$ cat config.mk
export PLATFORM = sky130hd
export DESIGN_NAME = writeback_commit_flat
export DESIGN_NICKNAME = d
export VERILOG_FILES = /design/src/rtl/writeback_commit_if.sv /design/src/rtl/writeback_commit.sv /design/src/flat_wrapper.sv
export SDC_FILE = /design/constraint.sdc
export NUM_CORES = 1
export LEC_CHECK = 0
export ABC_CLOCK_PERIOD_IN_PS = 6400
export BUFFER_PORTS_ARGS = -buffer_cell sky130_fd_sc_hd__buf_4
export CAP_MARGIN = 15
export CORE_AREA = 2 2 329 331
export DETAILED_ROUTE_END_ITERATION = 10
export DIE_AREA = 0 0 331 333
export GPL_TIMING_DRIVEN = 0
export PLACE_DENSITY_LB_ADDON = 0.2
export SLEW_MARGIN = 40
export SYNTH_ARGS = -nofsm -noshare
export SYNTH_HDL_FRONTEND = slang
export SYNTH_SLANG_ARGS = --single-unit
$ cat constraint.sdc
create_clock -name clk -period 6.4 [get_ports clk]
set_clock_uncertainty 0.1 [all_clocks]
set_input_delay 0 -clock clk [delete_from_list [all_inputs] [get_ports clk]]
set_output_delay 0 -clock clk [all_outputs]
set_load 0.02 [all_outputs]
$ cat src/rtl/writeback_commit_if.sv
// Retire-stage bundle: upstream instruction lanes, GPR write port, CSR write
// port and commit reporting, grouped for the writeback/commit stage.
interface writeback_commit_if #(
    parameter int LANES = 2,
    parameter int XLEN  = 64
);
    logic [LANES-1:0]      in_valid;
    logic                  in_ready;
    logic [LANES*XLEN-1:0] in_pc;
    logic [LANES*XLEN-1:0] in_result;
    logic [LANES*5-1:0]    in_dst;
    logic [LANES-1:0]      in_regwrite;
    logic [LANES-1:0]      in_csr_we;
    logic [LANES*12-1:0]   in_csr_addr;
    logic [LANES*XLEN-1:0] in_csr_data;

    logic [LANES-1:0]      rf_we;
    logic [LANES*5-1:0]    rf_waddr;
    logic [LANES*XLEN-1:0] rf_wdata;

    logic                  csr_write_valid;
    logic [11:0]           csr_write_addr;
    logic [XLEN-1:0]       csr_write_data;
    logic                  csr_write_ready;
    logic                  csr_pending;

    logic [LANES-1:0]      commit_valid;
    logic [LANES*XLEN-1:0] commit_pc;
    logic [63:0]           instret;

    modport slave (
        input  in_valid, in_pc, in_result, in_dst, in_regwrite,
               in_csr_we, in_csr_addr, in_csr_data, csr_write_ready,
        output in_ready, rf_we, rf_waddr, rf_wdata,
               csr_write_valid, csr_write_addr, csr_write_data, csr_pending,
               commit_valid, commit_pc, instret
    );

    modport master (
        output in_valid, in_pc, in_result, in_dst, in_regwrite,
               in_csr_we, in_csr_addr, in_csr_data, csr_write_ready,
        input  in_ready, rf_we, rf_waddr, rf_wdata,
               csr_write_valid, csr_write_addr, csr_write_data, csr_pending,
               commit_valid, commit_pc, instret
    );
endinterface

$ cat src/rtl/writeback_commit.sv
// Multi-lane writeback/commit stage: registered GPR writes with same-bundle
// WAW squash, commit/instret reporting, and an in-order CSR write buffer.
module writeback_commit #(
    parameter int LANES     = 2,
    parameter int XLEN      = 64,
    parameter int CSR_DEPTH = 4
) (
    input logic clk,
    input logic reset,
    writeback_commit_if.slave bus
);
    localparam int CW = $clog2(CSR_DEPTH + 1);
    localparam int PW = (CSR_DEPTH > 1) ? $clog2(CSR_DEPTH) : 1;

    logic [CW-1:0]         count_q, count_d;
    logic [PW-1:0]         head_q, head_d, tail_q, tail_d;
    logic [11:0]           csr_addr_q [CSR_DEPTH];
    logic [XLEN-1:0]       csr_data_q [CSR_DEPTH];
    logic [LANES-1:0]      accept;
    logic [LANES-1:0]      enq_en;
    logic [PW-1:0]         enq_idx [LANES];
    logic [CW-1:0]         n_enq;
    logic                  deq;
    logic [LANES-1:0]      rf_we_d, rf_we_q;
    logic [LANES*5-1:0]    rf_waddr_q;
    logic [LANES*XLEN-1:0] rf_wdata_q;
    logic [LANES-1:0]      commit_valid_q;
    logic [LANES*XLEN-1:0] commit_pc_q;
    logic [63:0]           instret_q, instret_d;

    // Conservative: only room for a full bundle counts, ignoring any same-cycle drain.
    assign bus.in_ready = (count_q <= CW'(CSR_DEPTH - LANES));

    always_comb begin
        accept    = bus.in_valid & {LANES{bus.in_ready}};
        rf_we_d   = '0;
        enq_en    = '0;
        n_enq     = '0;
        instret_d = instret_q;
        for (int i = 0; i < LANES; i++) begin
            enq_idx[i] = '0;
        end
        for (int i = 0; i < LANES; i++) begin
            rf_we_d[i] = accept[i] & bus.in_regwrite[i] & (bus.in_dst[i*5 +: 5] != 5'd0);
            // A younger lane hitting the same register supersedes this one.
            for (int j = i + 1; j < LANES; j++) begin
                if (accept[j] && bus.in_regwrite[j] &&
                    bus.in_dst[j*5 +: 5] == bus.in_dst[i*5 +: 5]) begin
                    rf_we_d[i] = 1'b0;
                end
            end
            if (accept[i] && bus.in_csr_we[i]) begin
                enq_en[i]  = 1'b1;
                enq_idx[i] = PW'((int'(tail_q) + int'(n_enq)) % CSR_DEPTH);
                n_enq      = n_enq + CW'(1);
            end
            instret_d = instret_d + 64'(accept[i]);
        end
        deq     = (count_q != '0) & bus.csr_write_ready;
        count_d = count_q + n_enq - CW'(deq);
        tail_d  = PW'((int'(tail_q) + int'(n_enq)) % CSR_DEPTH);
        head_d  = PW'((int'(head_q) + int'(deq)) % CSR_DEPTH);
    end

    always_ff @(posedge clk) begin
        if (reset) begin
            count_q        <= '0;
            head_q         <= '0;
            tail_q         <= '0;
            rf_we_q        <= '0;
            rf_waddr_q     <= '0;
            rf_wdata_q     <= '0;
            commit_valid_q <= '0;
            commit_pc_q    <= '0;
            instret_q      <= '0;
            for (int k = 0; k < CSR_DEPTH; k++) begin
                csr_addr_q[k] <= '0;
                csr_data_q[k] <= '0;
            end
        end else begin
            count_q        <= count_d;
            head_q         <= head_d;
            tail_q         <= tail_d;
            rf_we_q        <= rf_we_d;
            rf_waddr_q     <= bus.in_dst;
            rf_wdata_q     <= bus.in_result;
            commit_valid_q <= accept;
            commit_pc_q    <= bus.in_pc;
            instret_q      <= instret_d;
            for (int i = 0; i < LANES; i++) begin
                if (enq_en[i]) begin
                    csr_addr_q[enq_idx[i]] <= bus.in_csr_addr[i*12 +: 12];
                    csr_data_q[enq_idx[i]] <= bus.in_csr_data[i*XLEN +: XLEN];
                end
            end
        end
    end

    assign bus.rf_we           = rf_we_q;
    assign bus.rf_waddr        = rf_waddr_q;
    assign bus.rf_wdata        = rf_wdata_q;
    assign bus.commit_valid    = commit_valid_q;
    assign bus.commit_pc       = commit_pc_q;
    assign bus.instret         = instret_q;
    assign bus.csr_write_valid = (count_q != '0);
    assign bus.csr_pending     = (count_q != '0);
    assign bus.csr_write_addr  = csr_addr_q[head_q];
    assign bus.csr_write_data  = csr_data_q[head_q];
endmodule

$ cat src/flat_wrapper.sv
// flat-port wrapper written by rule: the top's interface ports become plain ports
module writeback_commit_flat 
#(
    parameter int LANES     = 2,
    parameter int XLEN      = 64,
    parameter int CSR_DEPTH = 4
)
  (clk, reset, bus_in_valid, bus_in_pc, bus_in_result, bus_in_dst, bus_in_regwrite, bus_in_csr_we, bus_in_csr_addr, bus_in_csr_data, bus_csr_write_ready, bus_in_ready, bus_rf_we, bus_rf_waddr, bus_rf_wdata, bus_csr_write_valid, bus_csr_write_addr, bus_csr_write_data, bus_csr_pending, bus_commit_valid, bus_commit_pc, bus_instret);
  writeback_commit_if #(.LANES(LANES), .XLEN(XLEN)) bus_i ();
  input logic clk;
  input logic reset;
  input wire logic [$bits(bus_i.in_valid)-1:0] bus_in_valid;
  input wire logic [$bits(bus_i.in_pc)-1:0] bus_in_pc;
  input wire logic [$bits(bus_i.in_result)-1:0] bus_in_result;
  input wire logic [$bits(bus_i.in_dst)-1:0] bus_in_dst;
  input wire logic [$bits(bus_i.in_regwrite)-1:0] bus_in_regwrite;
  input wire logic [$bits(bus_i.in_csr_we)-1:0] bus_in_csr_we;
  input wire logic [$bits(bus_i.in_csr_addr)-1:0] bus_in_csr_addr;
  input wire logic [$bits(bus_i.in_csr_data)-1:0] bus_in_csr_data;
  input wire logic [$bits(bus_i.csr_write_ready)-1:0] bus_csr_write_ready;
  output wire logic [$bits(bus_i.in_ready)-1:0] bus_in_ready;
  output wire logic [$bits(bus_i.rf_we)-1:0] bus_rf_we;
  output wire logic [$bits(bus_i.rf_waddr)-1:0] bus_rf_waddr;
  output wire logic [$bits(bus_i.rf_wdata)-1:0] bus_rf_wdata;
  output wire logic [$bits(bus_i.csr_write_valid)-1:0] bus_csr_write_valid;
  output wire logic [$bits(bus_i.csr_write_addr)-1:0] bus_csr_write_addr;
  output wire logic [$bits(bus_i.csr_write_data)-1:0] bus_csr_write_data;
  output wire logic [$bits(bus_i.csr_pending)-1:0] bus_csr_pending;
  output wire logic [$bits(bus_i.commit_valid)-1:0] bus_commit_valid;
  output wire logic [$bits(bus_i.commit_pc)-1:0] bus_commit_pc;
  output wire logic [$bits(bus_i.instret)-1:0] bus_instret;
  assign bus_i.in_valid = bus_in_valid;
  assign bus_i.in_pc = bus_in_pc;
  assign bus_i.in_result = bus_in_result;
  assign bus_i.in_dst = bus_in_dst;
  assign bus_i.in_regwrite = bus_in_regwrite;
  assign bus_i.in_csr_we = bus_in_csr_we;
  assign bus_i.in_csr_addr = bus_in_csr_addr;
  assign bus_i.in_csr_data = bus_in_csr_data;
  assign bus_i.csr_write_ready = bus_csr_write_ready;
  assign bus_in_ready = bus_i.in_ready;
  assign bus_rf_we = bus_i.rf_we;
  assign bus_rf_waddr = bus_i.rf_waddr;
  assign bus_rf_wdata = bus_i.rf_wdata;
  assign bus_csr_write_valid = bus_i.csr_write_valid;
  assign bus_csr_write_addr = bus_i.csr_write_addr;
  assign bus_csr_write_data = bus_i.csr_write_data;
  assign bus_csr_pending = bus_i.csr_pending;
  assign bus_commit_valid = bus_i.commit_valid;
  assign bus_commit_pc = bus_i.commit_pc;
  assign bus_instret = bus_i.instret;
  writeback_commit #(.LANES(LANES), .XLEN(XLEN), .CSR_DEPTH(CSR_DEPTH)) u_core (.clk(clk), .reset(reset), .bus(bus_i));
endmodule
==> results of run 1 <==
-- cells by family after synthesis --
| logic type | count (synthesis) | share of synthesized area |
|---|---|---|
| flops | 645 | 0.6374 |
| simple gates | 628 | 0.1361 |
| compound gates | 379 | 0.1136 |
| buf+inv | 162 | 0.02534 |
| mux | 76 | 0.06838 |
| xor+xnor | 39 | 0.01365 |
| fa+ha+maj | 10 | 0.005599 |
-- sequential cells by signal, summed over array words and instances, names as in the netlist --
signal,flops
u_core.bus.commit_pc,128
u_core.bus.commit_valid,2
u_core.bus.instret,64
u_core.bus.rf_waddr,10
u_core.bus.rf_wdata,128
u_core.bus.rf_we,2
u_core.count_q,3
u_core.csr_addr_q,48
u_core.csr_data_q,256
u_core.head_q,2
u_core.tail_q,2
-- stage by stage --
step | hold WS (ns) | utilization | instances | instance area [um2] | power [W]
after floorplan | 0.001150 | - | 1939 | 25030 | 0.006082
after global placement | 0.1095 | 0.3104 | 4181 | 33090 | 0.007363
after detailed placement | 0.1077 | 0.3140 | 4197 | 33470 | 0.007390
after CTS | 0.0007185 | 0.3941 | 4943 | 42010 | 0.01209
after global routing | 0.01598 | 0.3945 | 4958 | 42060 | 0.01240
final | 0.04749 | 0.3947 | 4964 | 42070 | 0.01195
-- per-layer routing --
| layer | wire length (um) | track usage |
|---|---|---|
| met1 | 47410 | 0.2553 |
| met2 | 65290 | 0.3984 |
| met3 | 9209 | 0.05356 |
| met4 | 5047 | 0.09105 |
| met5 | 82 | 0 |
-- report_power, final --
| part | total [W] | switching (W) | internal [W] |
|---|---|---|---|
| Sequential | 0.00477 | 0.0000994 | 0.00467 |
| Combinational | 0.00283 | 0.00151 | 0.00131 |
| Clock | 0.00435 | 0.00183 | 0.00252 |
-- final cells by class --
class	count	area, um2
timing repair buffer	1463	12700
sequential	645	15960
fill	10300	64530
clock buffer	109	2202
tap	1403	1755
antenna	21	52.55
clock inverter	29	254.0
buffer	143	580.6
multi-input combinational	1132	8498
inverter	19	71.32
-- Yosys cell counts, types with 2 or more instances --
| cell type | instances |
|---|---|
| o31ai_1 | 27 |
| o21ai_0 | 79 |
| buf_2 | 12 |
| xnor2_1 | 22 |
| nor3_1 | 11 |
| and4_1 | 6 |
| a21oi_1 | 35 |
| or4_1 | 28 |
| nor2_1 | 47 |
| ha_1 | 8 |
| nand3_1 | 31 |
| and3b_1 | 2 |
| mux4_2 | 76 |
| clkbuf_1 | 119 |
| nand2b_1 | 3 |
| o21ai_1 | 4 |
| or3_1 | 14 |
| a22o_1 | 228 |
| inv_1 | 19 |
| nor4_1 | 6 |
| edfxtp_1 | 304 |
| nor2b_1 | 272 |
| nand4_1 | 18 |
| and2_1 | 6 |
| dfxtp_1 | 341 |
| and3_1 | 5 |
| buf_1 | 10 |
| nand2_1 | 174 |
| fa_1 | 2 |
| xor2_1 | 17 |
-- path summary, 6_finish.rpt --
kind                                                 end  slack, ns  cells after the start
worst min register to register    u_core.bus.instret[63]       0.39                      2
worst min-delay path             u_core.bus.rf_wdata[55]       0.05                      3
worst max-delay path            u_core.csr_data_q[2][55]       1.78                     11
worst max register to register  u_core.csr_data_q[2][55]       1.78                     11
-- worst max-delay path: stages, from the launching register on --
cell           delay (ns)
dfxtp_1              0.33
a21oi_2              0.32
nand3_1              0.19
inv_1                0.15
ha_1                 0.16
clkbuf_1             0.37
xnor2_1              0.17
nor2_1               0.65
clkbuf_1             0.68
clkbuf_1             0.59
a22o_1               0.24
dlygate4sd3_1        0.53
==> results summary, run 1 <==
OpenSTA, run right after detailed placement, puts the worst setup slack at 1.868 ns. The leftover overflow at the end of global routing is 0. The final total negative setup slack came out at 0 ns. The weighted congestion reported at the end of routability-driven placement is about 0.9. Synthesis inferred about 650 register bits. Dividing the synthesized area by the synthesized cell count gives roughly 13 um2. The first-pass GRT wire length is ~170,000 um. The number of standard-cell rows in the floorplan is 120.

The wire length reported by the detailed router came out at 127,000 um. The area growth from synthesis to final layout came out at 68.08%. The total nets after synthesis came out at roughly 2,400. The total clock buffers created by CTS is 78. Setup violations remaining at the end of the flow were counted as 0. The via count came out at about 22,000. For this design, the sink count on the clock tree is around 650. After the last flow step, the layout net total stands at slightly below 4,000. The power density over the cells is between 200 and 300 mW/mm2. The post-CTS repair timing setup buffer count came out at 0. The worst hold path begins at bus_in_result[55]. Clock tree synthesis selected as its root buffer the cell clkbuf_16. The fmax came out at approximately 220 MHz. The port buffer count is roughly 840. In the post-route analysis, the smallest setup slack over all paths is around 1.8 ns. For this run, the leading register cell type out of synthesis is dfxtp_1. The required arrival time at the worst endpoint is 6.80 ns. The clock reaches the later pin of the worst-skew pair after ~0.64 ns. The library cell used most frequently in the layout, excluding fill and tap cells, is buf_4.

The I/O pin total came out at 840. The initial antenna violation count was 38. The actual slew at the worst max-slew pin came out at around 0.86 ns. The relative slew slack came out at 0.4248. The count of H-tree levels built during CTS is 3. For the worst setup path, the data arrival time is a little over 5 ns. The via count of the first global-routing pass is about 23,000.

The async set or reset register ratio after synthesis is 0. The count of routing violations after the opening detailed-route iteration is about 1,400. The run finished with clean final reports. The post-cts repair resize count came out at 0. STA classifies the critical path startpoint as a register. For this run, design rule violations remaining after detail routing come to 0. The final number of max-transition violations was 0.

The worst setup path is captured at a register. The type of the most critical hold path is in -> reg. The worst-case vdd ir drop is 0.2138 mV. The routed via count divided by cell count came out at ~4.5. The largest total area in the synthesized netlist belongs to edfxtp_1. The x dimension of the die is around 330 um. The total iterations of the first detailed-routing run came out at 5. The max-cap check violation count is 0. The cell count after synthesis came out at slightly below 2,000.

The final critical-path required period came out at 4.623 ns. The total global routing track utilization is 0.2241. The number of buffers on the longest clock path came out at 3. The average wire per cell in the routed design came out at about 26 um. The leakage dissipation came out at roughly 17 nW.

The number of endpoints with negative hold slack in the final report is 0. Of the available clock period, the critical path in the final layout requires 0.7223. The number of hold buffers added after cts came out at 608. Of the post-synthesis cell area, the dominant cell type holds 0.3647.

The floorplan step set the die height to 333 um. The placed wire-length estimate after detailed placement came out at 95,650 um. Of all nets on the critical path, the largest fanout is 10. The fraction of final layout cells with drive strength greater than 1 is 0.3048. The worst register-to-register path begins at u_core.count_q[0]. The area of the core came out at roughly 0.11 mm2.

TritonCTS built the clock tree. The number of distinct library cell variants in the gate-level netlist after synthesis is between 40 and 50. The mapped netlist covers about 0.025 mm2. The number of synthesized flops with an enable pin came out at approximately 300. The largest net degree at the start of global routing is 31. The die covers between 0.1 and 0.15 mm2. Setup repair after global routing left no endpoint under its margin. The sequential cell area fraction in the yosys report is 0.6374. The worst setup path is of the reg -> reg kind. Clock-pin slew was measured on the worst setup and hold paths at roughly 0.060 ns.

Yosys printed 0 warnings. The most critical setup path has its startpoint at u_core.count_q[0]. The initial cell density of the core is 0.2348. In the layout the commonest cells are buf_4, dlygate4sd3_1, dfxtp_1. By area the synthesized netlist is led by edfxtp_1, dfxtp_1, a22o_1. The count of nets left with antenna violations after detail routing came out at 0.
(Power assumes the default switching activity.)
==> run 2: changes to the inputs <==
--- a/config.mk
+++ b/config.mk
@@ -5,12 +5,13 @@
 export SDC_FILE = /design/constraint.sdc
 export NUM_CORES = 1
 export LEC_CHECK = 0
-export ABC_CLOCK_PERIOD_IN_PS = 6400
+export ABC_AREA = 1
+export ABC_CLOCK_PERIOD_IN_PS = 3800
 export BUFFER_PORTS_ARGS = -buffer_cell sky130_fd_sc_hd__buf_4
 export CAP_MARGIN = 15
-export CORE_AREA = 2 2 329 331
+export CORE_AREA = 2 2 323 325
 export DETAILED_ROUTE_END_ITERATION = 10
-export DIE_AREA = 0 0 331 333
+export DIE_AREA = 0 0 325 327
 export GPL_TIMING_DRIVEN = 0
 export PLACE_DENSITY_LB_ADDON = 0.2
 export SLEW_MARGIN = 40
==> constraint.sdc (replaced) <==
create_clock -name clk -period 3.8 [get_ports clk]
set_clock_uncertainty 0.1 [all_clocks]
set_input_delay 0 -clock clk [delete_from_list [all_inputs] [get_ports clk]]
set_output_delay 0 -clock clk [all_outputs]
set_load 0.02 [all_outputs]
==> run 2 against run 1 <==
Against the previous run:
- combinational power rose by 120%
- design area rose by 8.3%
- synthesized area up 13%
- flip-flop and latch count unchanged
- highest routed layer unchanged
- worst hold slack lost 0.019 ns
- power up 82%
- critical path depth fell by 5
- largest cell class unchanged
- sequential power up 67%
==> results summary, run 2 <==
The flow ran to the end, and the final reports show no timing, DRC or antenna violations. The clock sink count is 645. The final number of max-transition violations is 0. By startpoint and endpoint, the worst setup path is classified as reg -> out. The via count of the first global-routing pass is 30,080. The met3 wirelength from detailed routing is between 10,000 and 15,000 um. The register with the most flip-flops in the final layout is u_core.csr_data_q.

Of the cells placed in the final design, the portion with a size suffix greater than 1 is 0.2064. The x dimension of the die is around 330 um. For this run, the leading register cell type out of synthesis is dfxtp_1. The sink of the worst hold path is u_core.bus.rf_wdata[10]. Setup repair after global routing left no endpoint under its margin. The sequential cell area fraction in the yosys report is 0.5644.

The first global-routing pass estimated 211,100 um of wire. Counting along the longest clock path gives a buffer depth of 3. 840 I/O pins were placed. In this run, synthesis inferred between 300 and 400 flip-flops with an integrated enable. Clock tree synthesis selected as its root buffer the cell clkbuf_16. Routability-driven placement finished with a final weighted congestion of between 0.9 and 1. The initial antenna violation count came out at 28. Across all layers, the routed design uses 31,010 vias. The area growth from synthesis to final layout is 61.21%. The commonest cells after synthesis are nand2_1, nor2_1, inv_1, dfxtp_1, edfxtp_1. The clock latency on the worst-skew pair came out at between 0.6 and 0.7 ns. The relative slew slack is 0.3394.

Summed over all failing endpoints, the final setup total negative slack is 0 ns. The core region is 0.1029 mm2. The post-synthesis compound-gate area fraction came out at 0.06453. After clock tree synthesis, the clock-pin slew on the worst setup and hold paths is ~0.06 ns. The register with the most flip-flops in the layout has between 200 and 300 of them. The sum of internal, switching and leakage power came out at between 0.02 and 0.025 W. The arrival time at the worst endpoint came out at about 3.7 ns. The worst hold path passes through 4 cells.

Signal routing reaches up to met5. In the final routing, the length of wire on met1 measures about 65,000 um. The async set or reset register ratio after synthesis came out at 0. The die height came out at ~330 um. The wire length reported by the detailed router is about 150,000 um. The tightest min-delay check is of the in -> reg type. The worst-case IR drop observed on VDD is 0.3109 mV. The number of endpoints with negative hold slack in the final report came to 0.

The end-of-flow core utilization came out at 0.4428. At the end of the flow, the number of nets in the layout was ~5,600. Data on the critical path is required at its endpoint by 3.70 ns. The number of standard-cell rows in the floorplan is 118. During placement, the flow inserted port buffers numbering about 840. The setup-violating endpoint count in the final report is 0. The final hold slack came out at 0.02828 ns. The share of synthesized cell area in and, or, nand and nor gates came out at 0.2695. Timing would allow up to 264.3 MHz. The initial cell density of the core came out at 0.2747.

The actual slew at the worst max-slew pin came out at 0.9872 ns. The dominant combinational cell family by area after synthesis is simple AND/OR/NAND/NOR gates. The count of synthesis-stage warnings from yosys is 0. After synthesis the cells add up to 0.02827 mm2. The minimum setup slack among reg-to-reg paths came out at approximately 0.20 ns. The routed via count divided by cell count is 4.686. The count of H-tree levels built during CTS came out at 3. The count of nets left with antenna violations after detail routing is 0. For the worst flop-to-flop path, the logic depth is 11.

After global routing the overflow that remains totals 0. The total iterations of the first detailed-routing run came out at 6. The number of clock buffers added by TritonCTS is 78. The most frequent cell on the critical path is clkbuf_1.

The total global routing track utilization is 0.2737. The share of the clock period used by the worst path after layout came out at 0.9958. Averaged over all synthesized cells, the footprint is between 7 and 8 um2.

The critical path goes through clkbuf_1 -> clkbuf_1 -> clkbuf_1 -> nor2_1 -> o22ai_1 -> buf_4. The top cell types in the final layout, fill and taps aside, are buf_4, nand2_1, nor2_1. The analysis attributes to cell leakage a power of between 20 and 25 nW. Of the total synthesized cell area, the portion taken by XOR and XNOR cells is 0.003718. The total nets after synthesis is 4,019.

The placed wire-length estimate after detailed placement is 112,600 um. Dividing total power by cell area gives a power density of roughly 480 mW/mm2. The final critical-path required period came out at between 3 and 4 ns. For this design, the slowest cell found on the critical path is clkbuf_1.

The post-synthesis sequential element count came out at approximately 650. The post-synthesis share of cell area spent on full adders, half adders and majority gates is 0.004957. The startpoint identified for the worst register-to-register timing path is u_core.count_q[1]. TritonCTS built the clock tree. By area the synthesized netlist is led by edfxtp_1, dfxtp_1, nand2_1. The worst hold path begins at bus_in_result[10].

The worst register-to-register path ends at u_core.csr_data_q[3][13]. The count of routing violations after the opening detailed-route iteration came out at between 3,000 and 4,000. In this design, the stage delay of the slowest critical-path cell is 0.70 ns. The max-cap check violation count came out at 0.

After detailed routing, the average wire length per cell comes to around 23 um. The number of distinct library cell variants in the gate-level netlist after synthesis came out at 40. STA classifies the critical path endpoint as a primary output.

The die footprint came out at 0.1063 mm2. The most common cell in the netlist is nand2_1. The largest net degree at the start of global routing is 56. The portion of synthesized area spent on multiplexers is 0. Counting every instance in the synthesized netlist gives between 3,000 and 4,000. The routed wire length on met2 came out at 67,070 um. Of the post-synthesis cell area, the dominant cell type holds 0.3229.

The largest total area in the synthesized netlist belongs to edfxtp_1. Leaving out fill and tap cells, the most frequent cell in the layout is buf_4. The remaining routing DRC violations came out at 0. The worst setup path is launched from a register. The largest fanout on the critical path is 10.
==> run 2: changes by cell type after synthesis, moves of 129 or more <==
cell	previous run	this run
inv_1	19	476
nand3_1	31	272
nor2_1	47	728
nor2b_1	272	0
a22o_1	228	0
nand2_1	174	847
o21ai_0	79	208
==> run 2: cell type report <==
class	count	area, um2
sequential	645	15960
buffer	192	835.8
tap	1380	1727
fill	10270	57340
clock buffer	113	2216
antenna	22	55.05
timing repair buffer	1497	12880
inverter	481	1805
multi-input combinational	2263	9781
clock inverter	26	310.3
==> run 2: worst max-delay path by stage <==
stage | startpoint | cells past startpoint | endpoint
2_1_floorplan | u_core.count_q[0] | 5 | u_core.csr_addr_q[0][0]
3_3_place_gp | u_core.count_q[0] | 5 | u_core.csr_data_q[0][5]
3_5_place_dp | u_core.count_q[0] | 19 | u_core.csr_data_q[0][5]
4_1_cts | u_core.count_q[1] | 18 | u_core.csr_data_q[0][7]
5_1_grt | u_core.count_q[1] | 18 | u_core.csr_data_q[0][7]
6_report | u_core.head_q[0] | 6 | bus_csr_write_data[10]
==> run 2: logic make-up (layout without fill, tap and decap cells) <==
kind of cell	after synthesis	in the layout
AND/OR/NAND/NOR	1902	1902
buffers and inverters	674	2309
flip-flops	645	645
AO/OA/AOI/OAI	339	339
XOR/XNOR	12	12
adder cells (fa/ha/maj)	10	10
other	0	22
==> run 2: per-stage QoR <==
step           setup slack, ns  instances  cell area (um2)
2_1_floorplan           -1.409       3582            28290
3_3_place_gp            -5.236       5801            36310
3_5_place_dp           -0.7616       5829            36640
4_1_cts                0.02198       6595            45470
5_1_grt               0.008803       6604            45530
6_report               0.01597       6619            45570
==> run 2: layer usage <==
metal,track usage,vias to the layer above
li1,-,14470
met4,0.07800,14
met2,0.4283,1581
met3,0.07194,185
met5,0,-
met1,0.3715,14770
==> run 2: timing repair <==
action | CTS | global route
resized for setup | 8 | 7
hold buffers | 628 | 0
pin swaps | 1 | 0
buffers inserted | 1 | 2
setup endpoints to repair | 205 | 50
endpoints found under the hold margin | 586 | 0
==> run 2: report_power, final <==
part           switching (W)  internal [W]  total (W)
Combinational        0.00389       0.00222    0.00610
Clock                0.00315       0.00446    0.00761
Sequential          0.000163       0.00782    0.00798
==> run 2: critical path, delay by kind of cell, from the launching register on <==
kind / cells / cell delay [ns]
AO/OA/AOI/OAI: 1 / 0.37
buffers and inverters: 4 / 2.21
flip-flops: 1 / 0.33
AND/OR/NAND/NOR: 1 / 0.11
